==> config.mk <==
export PLATFORM = sky130hd
export DESIGN_NAME = gyruss_lpf_bank_flat
export DESIGN_NICKNAME = d
export VERILOG_FILES = /design/src/rtl/gyruss_lpf_bank_if.sv /design/src/rtl/gyruss_lpf_bank.sv /design/src/flat_wrapper.sv
export SDC_FILE = /design/constraint.sdc
export NUM_CORES = 1
export LEC_CHECK = 0
export BUFFER_PORTS_ARGS = -buffer_cell sky130_fd_sc_hd__buf_4
export CORE_ASPECT_RATIO = 2
export CORE_MARGIN = 4
export CORE_UTILIZATION = 37
export CTS_CLUSTER_DIAMETER = 80
export DETAILED_ROUTE_END_ITERATION = 8
export GPL_TIMING_DRIVEN = 0
export PLACE_DENSITY = 0.65
export REMOVE_ABC_BUFFERS = 1
export SLEW_MARGIN = 25
export SYNTH_ARGS = -nofsm -noshare
export SYNTH_HDL_FRONTEND = slang
export SYNTH_SLANG_ARGS = --single-unit
==> constraint.sdc <==
create_clock -name clk -period 10.8 [get_ports clk]
set_input_delay 1.08 -clock clk [delete_from_list [all_inputs] [get_ports clk]]
set_output_delay 1.08 -clock clk [all_outputs]
set_load 0.05 [all_outputs]
==> src/rtl/gyruss_lpf_bank_if.sv <==
// Sample bus for gyruss_lpf_bank: packed per-channel inputs, mode selects,
// filtered outputs and the status strobes.
interface gyruss_lpf_bank_if #(
    parameter int CHANNELS = 3
);
    logic [16*CHANNELS-1:0] in;
    logic [2*CHANNELS-1:0]  sel;
    logic [16*CHANNELS-1:0] out;
    logic                   out_valid;
    logic                   overrun;

    modport master (output in, sel, input out, out_valid, overrun);
    modport slave  (input in, sel, output out, out_valid, overrun);
endinterface

==> src/rtl/gyruss_lpf_bank.sv <==
// Time-multiplexed first-order IIR low-pass bank, one shared MAC stepped per sample tick.
// Optional build macro GYRUSS_LPF_ROUND_EN: round-half-up before the >>>15 instead of floor.
module gyruss_lpf_bank #(
    parameter int CHANNELS     = 3,
    parameter int DIV          = 220,
    parameter int DIVW         = 10,
    parameter int A2_L         = -29128,
    parameter int B_L          = 1820,
    parameter int A2_M         = -31456,
    parameter int B_M          = 656,
    parameter int A2_H         = -32498,
    parameter int B_H          = 135,
    parameter bit DIV_CHECK_EN = 1'b1
) (
    input  logic               clk,
    input  logic               reset_n,
    gyruss_lpf_bank_if.slave   bus
);

    // state | meaning
    // IDLE  | waiting for a sample tick
    // MB1   | acc = B * x
    // MB2   | acc += B * x_prev
    // MA2   | acc -= A2 * y_prev
    // WB    | saturate and write back channel ch
    // DONE  | pulse out_valid
    typedef enum logic [2:0] {S_IDLE, S_MB1, S_MB2, S_MA2, S_WB, S_DONE} state_e;

    localparam int CHW = (CHANNELS > 1) ? $clog2(CHANNELS) : 1;
    localparam logic [DIVW-1:0] DIV_LAST = DIVW'(DIV - 1);
    localparam logic [CHW-1:0]  CH_LAST  = CHW'(CHANNELS - 1);

    localparam logic signed [17:0] CB_L  = 18'(B_L);
    localparam logic signed [17:0] CA2_L = 18'(A2_L);
    localparam logic signed [17:0] CB_M  = 18'(B_M);
    localparam logic signed [17:0] CA2_M = 18'(A2_M);
    localparam logic signed [17:0] CB_H  = 18'(B_H);
    localparam logic signed [17:0] CA2_H = 18'(A2_H);

    if (CHANNELS < 1 || CHANNELS > 8) begin : g_ch_err
        $error("gyruss_lpf_bank: CHANNELS must be 1..8");
    end
    if (DIV_CHECK_EN && (DIV < 4*CHANNELS + 2)) begin : g_div_err
        $error("gyruss_lpf_bank: DIV too small for CHANNELS");
    end
    if (DIV > (1 << DIVW)) begin : g_divw_err
        $error("gyruss_lpf_bank: DIVW too narrow for DIV");
    end

    logic [DIVW-1:0]       div_q, div_d;
    state_e                state_q, state_d;
    logic [CHW-1:0]        ch_q, ch_d;
    logic signed [39:0]    acc_q, acc_d;
    logic                  out_valid_q, out_valid_d;
    logic                  overrun_q, overrun_d;
    logic signed [15:0]    x_snap_q [CHANNELS];
    logic signed [15:0]    x_snap_d [CHANNELS];
    logic [1:0]            sel_snap_q [CHANNELS];
    logic [1:0]            sel_snap_d [CHANNELS];
    logic signed [15:0]    x_prev_q [CHANNELS];
    logic signed [15:0]    x_prev_d [CHANNELS];
    logic signed [15:0]    y_prev_q [CHANNELS];
    logic signed [15:0]    y_prev_d [CHANNELS];
    logic signed [15:0]    out_q [CHANNELS];
    logic signed [15:0]    out_d [CHANNELS];

    logic                  tick;
    logic signed [15:0]    x_cur;
    logic [1:0]            mode;
    logic signed [17:0]    coef_b, coef_a2;
    logic signed [15:0]    mul_a;
    logic signed [17:0]    mul_b;
    logic signed [33:0]    mul_a_x, mul_b_x, prod;
    logic signed [39:0]    prod_ext;
    logic signed [39:0]    wb_sum, wb_shift;
    logic signed [15:0]    y_sat, y_wb;

    assign tick = (div_q == DIV_LAST);

    always_comb begin
        div_d = tick ? '0 : div_q + DIVW'(1);
    end

    // Shared datapath: operand muxing driven by the current state and channel.
    always_comb begin
        x_cur = x_snap_q[ch_q];
        mode  = sel_snap_q[ch_q];
        case (mode)
            2'd1:    begin coef_b = CB_L; coef_a2 = CA2_L; end
            2'd2:    begin coef_b = CB_M; coef_a2 = CA2_M; end
            2'd3:    begin coef_b = CB_H; coef_a2 = CA2_H; end
            default: begin coef_b = '0;   coef_a2 = '0;    end
        endcase
        case (state_q)
            S_MB1:   mul_a = x_cur;
            S_MB2:   mul_a = x_prev_q[ch_q];
            default: mul_a = y_prev_q[ch_q];
        endcase
        mul_b    = (state_q == S_MA2) ? coef_a2 : coef_b;
        mul_a_x  = {{18{mul_a[15]}}, mul_a};
        mul_b_x  = {{16{mul_b[17]}}, mul_b};
        prod     = mul_a_x * mul_b_x;
        prod_ext = {{6{prod[33]}}, prod};
`ifdef GYRUSS_LPF_ROUND_EN
        wb_sum   = acc_q + 40'sd16384;
`else
        wb_sum   = acc_q;
`endif
        wb_shift = wb_sum >>> 15;
        if (wb_shift > 40'sd32767) begin
            y_sat = 16'sh7fff;
        end else if (wb_shift < -40'sd32768) begin
            y_sat = 16'sh8000;
        end else begin
            y_sat = wb_shift[15:0];
        end
        y_wb = (mode == 2'd0) ? x_cur : y_sat;
    end

    always_comb begin
        state_d     = state_q;
        ch_d        = ch_q;
        acc_d       = acc_q;
        out_valid_d = 1'b0;
        overrun_d   = overrun_q | (tick && (state_q != S_IDLE));
        x_snap_d    = x_snap_q;
        sel_snap_d  = sel_snap_q;
        x_prev_d    = x_prev_q;
        y_prev_d    = y_prev_q;
        out_d       = out_q;
        case (state_q)
            S_IDLE: begin
                if (tick) begin
                    for (int k = 0; k < CHANNELS; k++) begin
                        x_snap_d[k]   = bus.in[16*k +: 16];
                        sel_snap_d[k] = bus.sel[2*k +: 2];
                    end
                    ch_d    = '0;
                    state_d = S_MB1;
                end
            end
            S_MB1: begin
                acc_d   = prod_ext;
                state_d = S_MB2;
            end
            S_MB2: begin
                acc_d   = acc_q + prod_ext;
                state_d = S_MA2;
            end
            S_MA2: begin
                acc_d   = acc_q - prod_ext;
                state_d = S_WB;
            end
            S_WB: begin
                out_d[ch_q]    = y_wb;
                y_prev_d[ch_q] = y_wb;
                x_prev_d[ch_q] = x_cur;
                if (ch_q == CH_LAST) begin
                    state_d = S_DONE;
                end else begin
                    ch_d    = ch_q + CHW'(1);
                    state_d = S_MB1;
                end
            end
            S_DONE: begin
                out_valid_d = 1'b1;
                state_d     = S_IDLE;
            end
            default: state_d = S_IDLE;
        endcase
    end

    always_ff @(posedge clk or negedge reset_n) begin
        if (!reset_n) begin
            div_q       <= '0;
            state_q     <= S_IDLE;
            ch_q        <= '0;
            acc_q       <= '0;
            out_valid_q <= 1'b0;
            overrun_q   <= 1'b0;
            for (int k = 0; k < CHANNELS; k++) begin
                x_snap_q[k]   <= '0;
                sel_snap_q[k] <= '0;
                x_prev_q[k]   <= '0;
                y_prev_q[k]   <= '0;
                out_q[k]      <= '0;
            end
        end else begin
            div_q       <= div_d;
            state_q     <= state_d;
            ch_q        <= ch_d;
            acc_q       <= acc_d;
            out_valid_q <= out_valid_d;
            overrun_q   <= overrun_d;
            x_snap_q    <= x_snap_d;
            sel_snap_q  <= sel_snap_d;
            x_prev_q    <= x_prev_d;
            y_prev_q    <= y_prev_d;
            out_q       <= out_d;
        end
    end

    always_comb begin
        bus.out = '0;
        for (int k = 0; k < CHANNELS; k++) begin
            bus.out[16*k +: 16] = out_q[k];
        end
    end

    assign bus.out_valid = out_valid_q;
    assign bus.overrun   = overrun_q;

endmodule

==> src/flat_wrapper.sv <==
// flat-port wrapper written by rule: the top's interface ports become plain ports
module gyruss_lpf_bank_flat 
#(
    parameter int CHANNELS     = 3,
    parameter int DIV          = 220,
    parameter int DIVW         = 10,
    parameter int A2_L         = -29128,
    parameter int B_L          = 1820,
    parameter int A2_M         = -31456,
    parameter int B_M          = 656,
    parameter int A2_H         = -32498,
    parameter int B_H          = 135,
    parameter bit DIV_CHECK_EN = 1'b1
)
  (clk, reset_n, bus_in, bus_sel, bus_out, bus_out_valid, bus_overrun);
  gyruss_lpf_bank_if #(.CHANNELS(CHANNELS)) bus_i ();
  input  logic clk;
  input  logic reset_n;
  input wire logic [$bits(bus_i.in)-1:0] bus_in;
  input wire logic [$bits(bus_i.sel)-1:0] bus_sel;
  output wire logic [$bits(bus_i.out)-1:0] bus_out;
  output wire logic [$bits(bus_i.out_valid)-1:0] bus_out_valid;
  output wire logic [$bits(bus_i.overrun)-1:0] bus_overrun;
  assign bus_i.in = bus_in;
  assign bus_i.sel = bus_sel;
  assign bus_out = bus_i.out;
  assign bus_out_valid = bus_i.out_valid;
  assign bus_overrun = bus_i.overrun;
  gyruss_lpf_bank #(.CHANNELS(CHANNELS), .DIV(DIV), .DIVW(DIVW), .A2_L(A2_L), .B_L(B_L), .A2_M(A2_M), .B_M(B_M), .A2_H(A2_H), .B_H(B_H), .DIV_CHECK_EN(DIV_CHECK_EN)) u_core (.clk(clk), .reset_n(reset_n), .bus(bus_i));
endmodule
# Word level (Yosys, flattened, before mapping)
# Index checks and enable logic that the tools add are counted.
[word_totals] register_bits=255 latch_bits=0 mem_bits_rw=0 rom_bits=0 input_bits=56 output_inout_bits=50 wordCells=86 memories=0
[op_classes] add_sub_neg=4 mul=1 div=0 magnitude_cmp=4 n_eq_ne=12 n_shift=0 mux=33 bitwise=2 n_reduce_logical=9
[op_table] operator="two-way mux 16 bit" n=10
[op_table] operator="bitwise mux 48 bit" n=3
[op_table] operator="case mux 40 bit (3 select lines)" n=1
[op_table] operator="binary-select mux 16 bit (select 2 bit)" n=3
[op_table] operator="case mux 18 bit (3 select lines)" n=1
[op_table] operator="adder 40 x 34 -> 40 bit" n=1
[op_table] operator="subtractor 40 x 34 -> 40 bit" n=1
[op_table] operator="multiplier 16 x 18 -> 34 bit" n=1
[op_table] operator="case mux 11 bit (3 select lines)" n=1
[op_table] operator="demux 16 bit (select 2 bit)" n=1
[op_table] operator="case mux 16 bit (2 select lines)" n=1
[op_table] operator="> comparator 25 x 16 -> 1 bit, second input constant" n=1
[op_table] operator="less-than comparator 25 x 16 -> 1 bit, second input constant" n=1
[op_table] operator="two-way mux 18 bit" n=1
[op_table] operator="case mux 3 bit (5 select lines)" n=1
[op_table] operator="adder 10 x 1 -> 10 bit, second input constant" n=1
[op_table] operator="== test 10 x 8 -> 1 bit, second input constant" n=1
[op_table] operator="two-way mux 10 bit" n=1
[op_table] operator="two-way mux 2 bit" n=4
[op_table] operator="== test 2 bit, second input constant" n=3
[op_table] operator="== test 3 x 2 -> 1 bit, second input constant" n=2
[op_table] operator="== test 3 bit, second input constant" n=2
[op_table] operator="two-way mux 3 bit" n=2
[op_table] operator="nonzero test 3 bit" n=2
[op_table] operator="18 further kinds" n=19

# Logic depth before layout (Yosys ltp)
# Gate-level depths: netlist of the first run.
[logic_depth] word_depth=10 mapped_depth=49 mapped_depth_nobuf=45

# Worst setup path after synthesis of the first run
# OpenSTA, ideal clock, no wires.
[synth_path] kind="reg-to-reg" start="register u_core.ch_q[0]" end="register u_core.acc_q[36]" setup_ps=126 t_arrival_ps=11255 required_time_ps=10674 slack_ps=-581 path_stages_with_launch=42 n_path_buf=4 synth_period_minus_slack_ps=11381 path_cell_list="dfrtp_1 -> clkbuf_1 -> buf_1 -> buf_1 -> mux2i_1 -> nor2_1 -> a21oi_1 -> ha_1 -> and3_1 -> clkbuf_1 -> a21oi_1 -> or2_2 -> fa_1 -> fa_1 -> inv_1 -> fa_1 -> fa_1 -> fa_1 -> (+6 left out) -> nand3_2 -> o21ai_2 -> a2111o_1 -> a21o_1 -> a2111oi_4 -> nand2_2 -> or4_4 -> o21ai_0 -> xor2_1 -> ha_1 -> a21o_1 -> a21o_1 -> and2_1 -> a311o_1 -> a221oi_1 -> o21bai_1 -> xor2_1 -> a221o_1"
[synth_between] elab_chain_cells=10 elab_cells_between_ends=24 cone_classes="2 x add/sub; 1 x mul; 3 x eq/ne; 17 x mux; 1 x bitwise"
[synth_rtl] element="start, declared" line="gyruss_lpf_bank.sv:52" source="logic [CHW-1:0] ch_q, ch_d;"
[synth_rtl] element="start signal, assigned" line="gyruss_lpf_bank.sv:191" source="ch_q <= ch_d;"
[synth_rtl] element="NOT 2 -> 3 bit (not written as such) *"
[synth_rtl] element="binary-select mux 2 bit (select 2 bit)" line="gyruss_lpf_bank.sv:87" source="mode = sel_snap_q[ch_q];"
[synth_rtl] element="two-way mux 2 bit (not written as such) (2 in series)" line="gyruss_lpf_bank.sv:87"
[synth_rtl] element="== test 2 bit or == test 2 x 1 -> 1 bit (tied branches)" line="gyruss_lpf_bank.sv:88" source="case (mode)"
[synth_rtl] element="case mux 11 bit (3 select lines) or case mux 18 bit (3 select lines) (tied branches)" line="gyruss_lpf_bank.sv:88"
[synth_rtl] element="two-way mux 18 bit" line="gyruss_lpf_bank.sv:99" source="mul_b = (state_q == S_MA2) ? coef_a2 : coef_b;"
[synth_rtl] element="multiplier 16 x 18 -> 34 bit *" line="gyruss_lpf_bank.sv:102" source="prod = mul_a_x * mul_b_x;"
[synth_rtl] element="subtractor 40 x 34 -> 40 bit or adder 40 x 34 -> 40 bit (tied branches)" line="gyruss_lpf_bank.sv:151, gyruss_lpf_bank.sv:147"
[synth_rtl] element="case mux 40 bit (3 select lines) *" line="gyruss_lpf_bank.sv:131" source="case (state_q)"
[synth_rtl] element="end signal, assigned" line="gyruss_lpf_bank.sv:178" source="acc_q <= '0;"
[synth_rtl] element="end signal, assigned" line="gyruss_lpf_bank.sv:192" source="acc_q <= acc_d;"
[synth_rtl] element="end, declared" line="gyruss_lpf_bank.sv:53" source="logic signed [39:0] acc_q, acc_d;"
# Mark *: on every way between the ends. The rest lies on a longest branch, timed or not. The select of a mux whose other input is x is not followed.
# A chain may end at the register's enable or synchronous reset.

# Final worst setup path of the first run
# Same ends and word-level chain as after synthesis.

==> results of run 1 <==
-- path summary, 6_finish.rpt --
check	to	slack, ns	depth (start not counted)
worst min-delay path	u_core.acc_q[0]$_DFFE_PN0P_	0.44	1
max in group asynchronous	u_core.state_q[1]$_DFFE_PN0P_	9.54	2
worst min register to register	u_core.bus.overrun$_DFF_PN0_	0.46	1
worst max-delay path	u_core.acc_q[36]$_DFFE_PN0P_	0.26	43
min in group clk	u_core.bus.overrun$_DFF_PN0_	0.46	1
worst max register to register	u_core.acc_q[36]$_DFFE_PN0P_	0.26	43
-- metrics by stage --
stage,setup TNS [ns],hold slack (ns),area (sq um),std cells
4_1_cts,0,0.440,25400,3384
6_report,0,0.441,27000,3490
3_5_place_dp,-51.88,0.454,23400,3277
3_3_place_gp,-211.27,0.447,23000,3261
5_1_grt,-0.370,0.455,27000,3490
2_1_floorplan,-33.10,0.443,21200,2394
-- flip-flops by register name, indices dropped and copies added (netlist names) --
name / cells
u_core.state_q: 3
u_core.div_q: 10
u_core.ch_q: 2
u_core.bus.out_valid: 1
u_core.sel_snap_q: 6
u_core.x_prev_q: 48
u_core.bus.overrun: 1
u_core.x_snap_q: 48
u_core.bus.out: 47
u_core.y_prev_q: 1
u_core.acc_q: 40
-- per-layer routing --
layer,vias up,GRT usage [%]
met4,0,16.7
met5,-,0
met2,732,42.3
li1,8624,-
met1,9423,21.8
met3,324,2.09
-- power by group through the flow --
stage | Combinational, mW | Clock (mW) | Sequential (mW)
6_report | 0.119 | 0.681 | 0.791
5_1_grt | 0.126 | 0.720 | 0.792
4_1_cts | 0.100 | 0.698 | 0.791
3_5_place_dp | 0.0820 | 0 | 0.805
3_3_place_gp | 0.0760 | 0 | 0.804
2_1_floorplan | 0.0296 | 0 | 0.804
-- cell usage after synthesis (9+ instances only) --
master | n | area, sq um
nor3_1 | 22 | 110
nand2b_1 | 25 | 156
fa_1 | 211 | 4220
dfrtp_1 | 207 | 5180
xnor2_1 | 64 | 561
inv_1 | 330 | 1240
o21a_1 | 14 | 105
and3_1 | 24 | 150
o21ai_0 | 156 | 781
nor2_1 | 227 | 852
nand2_1 | 364 | 1370
mux2_2 | 55 | 619
ha_1 | 168 | 2100
nor2b_1 | 17 | 106
nand3_1 | 38 | 190
o31ai_1 | 11 | 82.6
mux2i_1 | 54 | 541
nand4_1 | 9 | 56.3
a31oi_1 | 18 | 113
a22oi_1 | 25 | 188
buf_1 | 11 | 41.3
and2_1 | 20 | 125
or2_2 | 15 | 93.8
clkbuf_1 | 95 | 357
xor2_1 | 38 | 333
a21oi_1 | 123 | 616
a21o_1 | 34 | 255
-- worst register-to-register path, delay by kind of cell (launching register included) --
family,cells,cell delay [ns]
adder cells (fa/ha/maj),9,3.85
AND/OR/NAND/NOR,12,2.56
AO/OA/AOI/OAI,8,1.57
buffers and inverters,10,1.29
flip-flops,1,0.56
XOR/XNOR,3,0.46
multiplexers,1,0.19
-- area by class of cell --
cell class              instances  area, sq um  area share, %
clock buffers                  24          514           1.90
clock inverters                10         87.6          0.324
inverters                     330         1250           4.62
multi-input cells            1858        16300           60.3
flip-flops and latches        207         5200           19.3
well taps                     762          953           3.53
repair buffers                299         2720           10.1
-- what timing repair did --
action	in CTS	in global routing
resized for setup	156	164
setup buffers	69	104
cloned	4	2
hold endpoints to repair	0	0
endpoints found under the setup margin	28	18
pin swaps	25	102
-- layout by cell type, fill, tap and decap left out, types with 10 or more instances in the layout --
master,instances
nand2_1,352
inv_1,315
buf_4,252
nor2_1,202
dfrtp_1,202
fa_1,201
ha_1,144
o21ai_0,141
a21oi_1,93
xnor2_1,57
mux2_2,55
mux2i_1,52
xor2_1,37
a21o_1,33
nand3_1,27
a22oi_1,25
clkbuf_16,22
a21oi_2,21
nand2b_1,20
buf_6,20
and2_1,19
nor3_1,16
and3_1,16
nor2_4,15
nor2b_1,15
ha_4,15
a31oi_1,13
inv_2,12
a21oi_4,12
buf_12,12
nor2_2,11
or2_2,10
fa_2,10
-- kinds of logic after synthesis --
kind of cell             after synthesis  share of synthesized area, %
buffers and inverters                440                          7.72
multiplexers                         109                          5.35
XOR/XNOR                             102                          4.12
adder cells (fa/ha/maj)              379                          29.2
AO/OA/AOI/OAI                        466                          13.5
AND/OR/NAND/NOR                      801                          16.2
flip-flops                           207                          23.9
==> qor.txt, run 1 <==
Status - finished clean
Clk_lat worst skew - 0.53 ns
Seq pwr share - 49.7%
Crit path max fanout - 8
Pin count of the biggest net entering global routing - 89
Clock root buffer - clkbuf_16
WP data required - 11.22 ns
FILL cells - 5330
Total wire length - 72000 microns
CP startpoint - u_core.ch_q[0]$_DFFE_PN0P_
Core box area - 0.0580 sq mm
Most used cell, CP - fa_1
Final worst-path cycle share - 97.6%
DRT antenna net count - 0
P_leak - 13.1 nW
Number of max-cap violations - 0
Clock power frac - 42.8%
CP delay by family, top - adder cells
IO Port Bufs - 105
Crit Path Class - register to register
Worst slew pin tran - 1.07 ns
Setup Skew - 0.0243 ns
M1 wire length - 22900 microns
Synth-to-layout area growth - 24.6%
Cell Rows - 125
Synth cell types - 86
Vias in the first global route - 20200
Top Ports - 106
GR Overflow Total - 0
Setup WS post-layout - 0.255 ns
Hpwl dp - 51800 microns
Warnings from Yosys - 0
FFs w/ async S/R, synth - 100%
Clock slew at reported path FFs - 0.08 ns
Max rail drop VDD - 0.000130 V
Nets - 3150
Critical Path End Type - register
Slew Viols, Final - 0
Seq cells post-synth - 207
CTS tree - yes
Comb power frac - 7.5%
Layout Utilization - 46.5%
Final min period - 10.54 ns
Die footprint - 0.0628 sq mm
Seq/Total Area, Yosys - 23.9%
Pwr dens - 58.9 mW/mm^2
Total CTS buffers - 19
Chip height - 350 microns
Total iterations of the first detailed-routing run - 5
CP max-delay cell - dfrtp_4
Vias/cell - 5.47
Routed met2 length - 39100 microns
Primary FF master, synth - dfrtp_1
Max Clk Rate - 94.8 MHz
Final Hold Vio Count - 0
DR WL/cell - 20.6 microns
Startpoint types - register
Starting Density - 37.4%
DRC errors left - 0
Netlist Area Pre-Place - 0.0217 sq mm
Reg2reg start - u_core.ch_q[0]$_DFFE_PN0P_
First-pass GRT wire length - 109000 microns
Switch Pwr - 0.389 mW
Initial antenna violation count - 0
Internal Power - 1.20 mW
Crit path arrival time - 10.97 ns
H-Tree Depth - 1
Design Power - 1.59 mW
Routability congestion estimate - 0.950
Min-Delay Path Class - input port to asynchronous set/reset pin
Starting DRT DRC Count - 1023
Vias - 19100
Worst rel slew slack - 28.1%
CP bufs+invs - 10
Total track usage - 22.3%
Syn Area/Cell - 8.66 sq um
Die Wd - 179 microns
Hold_buf cts - 0
Layout cells sized above 1 - 23.8%
Crit path largest cell delay - 0.56 ns
Clk sinks - 207
Final setup fails - 0
WL met3 - 3150 microns
Number of enable flip-flop cells after synthesis - 0
Pre-CTS setup slack - -2.88 ns
Sw Share - 24.4%
CTS Buffer Depth - 3
Syn Inst Count - 2504
N_diodes - 0
Top sig layer - met4
No activity file was read; power rests on OpenSTA's default activity.
==> inputs of run 2 (changes only) <==
--- a/config.mk
+++ b/config.mk
@@ -12,7 +12,6 @@
 export CTS_CLUSTER_DIAMETER = 80
 export DETAILED_ROUTE_END_ITERATION = 8
 export GPL_TIMING_DRIVEN = 0
-export PLACE_DENSITY = 0.65
 export REMOVE_ABC_BUFFERS = 1
 export SLEW_MARGIN = 25
 export SYNTH_ARGS = -nofsm -noshare
==> run 2 against run 1 <==
Effect of this change: total power grew 2.0%; die area is the same; sequential power is essentially flat; global-route usage grew 0.61 points; core utilization shrank 0.53 points; clock-buffer cell count grew 2; combinational power is essentially flat; hold slack gained 0.029 ns; largest power group unchanged; worst setup slack lost 0.028 ns; clock skew grew 0.0036 ns.
==> qor.txt, run 2 (synthesized netlist as in run 1, its figures left out) <==
DR WL/cell - 21.0 microns (+1.7%)
DRC errors left - 0 (unchanged)
Crit Path Class - register to register
Final Instance Area - 0.0267 sq mm (-1.1%)
Layout cells sized above 1 - 22.1% (-1.7 points)
Pwr dens - 60.8 mW/mm^2 (+3.2%)
Initial antenna violation count - 0 (unchanged)
Vias in the first global route - 20000 (-0.63%)
Total wire length - 72600 microns (+0.86%)
Seq pwr share - 48.7% (-1.0 points)
Hold Crit Depth - 1
Internal Power - 1.22 mW (+1.1%)
Reg2reg start - u_core.ch_q[0]$_DFFE_PN0P_
First-pass GRT wire length - 111000 microns (+2.0%)
P_leak - 13.0 nW (-0.92%)
FILL cells - 5474 (+2.7%)
WP data required - 11.22 ns (about the same)
Cell Rows - 125 (unchanged)
H-Tree Depth - 1 (unchanged)
Starting DRT DRC Count - 991 (-3.1%)
R2r setup slk - 0.23 ns (-0.03 ns)
Clock slew at reported path FFs - 0.07 ns (about the same)
Total iterations of the first detailed-routing run - 8 (+3)
Crit path largest cell delay - 0.56 ns (about the same)
Setup Skew - 0.0278 ns (+0.00355 ns)
DRT antenna net count - 0 (unchanged)
Worst rel slew slack - 35.6% (+7.5 points)
Synth-to-layout area growth - 23.2%
Hold EP - u_core.bus.overrun$_DFF_PN0_
N_diodes - 0 (unchanged)
Core box area - 0.0580 sq mm (unchanged)
Clock root buffer - clkbuf_16
Sw Share - 25.1% (+0.71 points)
Total CTS buffers - 20 (+1)
Worst slew pin tran - 0.958 ns (-0.113 ns)
IO Port Bufs - 105 (unchanged)
GR Overflow Total - 0 (unchanged)
Chip height - 350 microns (unchanged)
Worst R2R Path Depth - 42 (-2.3%)
Post-DP Area - 0.0235 sq mm (+0.52%)
Slew Viols, Final - 0 (unchanged)
Crit path arrival time - 11.00 ns (+0.03 ns)
Max Clk Rate - 94.6 MHz (-0.27%)
Worst hold start - u_core.bus.overrun$_DFF_PN0_
Top Ports - 106 (unchanged)
Vias - 18600 (-2.4%)
Final Hold Vio Count - 0 (unchanged)
Comb power frac - 7.4% (about the same)
Final setup fails - 0 (unchanged)
Min-Delay Path Class - register to register
Die footprint - 0.0628 sq mm (unchanged)
Status - finished clean
Routability congestion estimate - 0.936 (-1.5%)
Final worst-path cycle share - 97.9% (+0.26 points)
Clock power frac - 43.9% (+1.1 points)
Clk_lat worst skew - 0.55 ns (+0.02 ns)
Number of max-cap violations - 0 (unchanged)
Max rail drop VDD - 0.000138 V (+5.9%)
Commonest non-fill, non-tap cells in the layout - nand2_1 (353), inv_1 (321), buf_4 (221)
Pin count of the biggest net entering global routing - 91 (+2.2%)
Reg-to-Reg End - u_core.acc_q[36]$_DFFE_PN0P_
Hold_buf cts - 0 (unchanged)
Worst hold slack - 0.470 ns (+0.0289 ns)
Most common cell after layout, fill and taps aside - nand2_1
Startpoint types - register
CTS Buffer Depth - 3 (unchanged)
Vias/cell - 5.39 (-1.6%)
Switch Pwr - 0.408 mW (+5.0%)
Total track usage - 22.9% (+0.61 points)
Nets - 3120 (-0.95%)
Crit path max fanout - 7 (-1)
Critical Path End Type - register
Die Wd - 179 microns (unchanged)
CTS tree - yes
Starting Density - 37.4% (unchanged)
Final min period - 10.57 ns (+0.0281 ns)
Clk sinks - 207 (unchanged)
CP max-delay cell - dfrtp_4
Hpwl dp - 53100 microns (+2.5%)
==> run 2: what timing repair did <==
action	CTS	global route
gates cloned	5	3
setup endpoints to repair	26	17
pin swaps	35	68
endpoints found under the hold margin	0	0
setup buffers	94	38
gates resized for setup	163	108
==> run 2: layout make-up <==
type	instances	area, sq um	share of cell area, %
sequential	207	5200	19.5
tap	762	953	3.57
multi-input combinational	1860	16200	60.6
inverter	330	1250	4.68
timing repair buffer	266	2490	9.34
clock buffer	26	533	2.00
clock inverter	10	101	0.380
==> run 2: per-stage QoR <==
stage	power [mW]	worst slack, ns	setup TNS, ns	utilization, %	std cells
6_report	1.62	0.227	0	46.0	3461
5_1_grt	1.68	-0.0411	-0.144	46.0	3461
4_1_cts	1.64	0.00214	0	44.4	3420
3_5_place_dp	0.890	-2.97	-50.61	40.6	3285
3_3_place_gp	0.882	-8.27	-230.87	39.6	3261
2_1_floorplan	0.833	-2.46	-33.10	-	2394
==> run 2: power groups by stage <==
stage | combinational [mW] | clock [mW] | sequential, mW
final | 0.120 | 0.713 | 0.791
after global routing | 0.128 | 0.756 | 0.792
after CTS | 0.113 | 0.734 | 0.790
after detailed placement | 0.0844 | 0 | 0.805
after global placement | 0.0773 | 0 | 0.804
after floorplan | 0.0296 | 0 | 0.804
==> run 2: how the worst max path moves through the flow <==
| stage | from | endpoint | slack [ns] | depth (start not counted) |
|---|---|---|---|---|
| global route | u_core.ch_q[0]$_DFFE_PN0P_ | u_core.acc_q[36]$_DFFE_PN0P_ | -0.04 | 43 |
| detailed placement | u_core.ch_q[0]$_DFFE_PN0P_ | u_core.acc_q[36]$_DFFE_PN0P_ | -2.97 | 38 |
| global placement | u_core.ch_q[0]$_DFFE_PN0P_ | u_core.acc_q[36]$_DFFE_PN0P_ | -8.27 | 36 |
| floorplan | u_core.ch_q[0]$_DFFE_PN0P_ | u_core.acc_q[36]$_DFFE_PN0P_ | -2.46 | 36 |
| finish | u_core.ch_q[0]$_DFFE_PN0P_ | u_core.acc_q[36]$_DFFE_PN0P_ | 0.23 | 42 |
| CTS | u_core.ch_q[0]$_DFFE_PN0P_ | u_core.acc_q[36]$_DFFE_PN0P_ | 0.002 | 39 |
==> run 2: metal layers <==
layer | track usage [%] | routed length (microns) | vias to the layer above
met2 | 43.8 | 39800 | 616
met3 | 1.98 | 2840 | 262
met4 | 15.3 | 5740 | 0
met5 | 0 | 0 | -
met1 | 23.1 | 24200 | 9209
li1 | - | - | 8553
==> run 2: critical path: cells and delay by family (launching register included) <==
family | cells | cell delay, ns
adder cells (fa/ha/maj) | 9 | 3.77
flip-flops | 1 | 0.56
buffers and inverters | 9 | 1.04
XOR/XNOR | 2 | 0.36
AO/OA/AOI/OAI | 18 | 3.88
AND/OR/NAND/NOR | 4 | 0.83
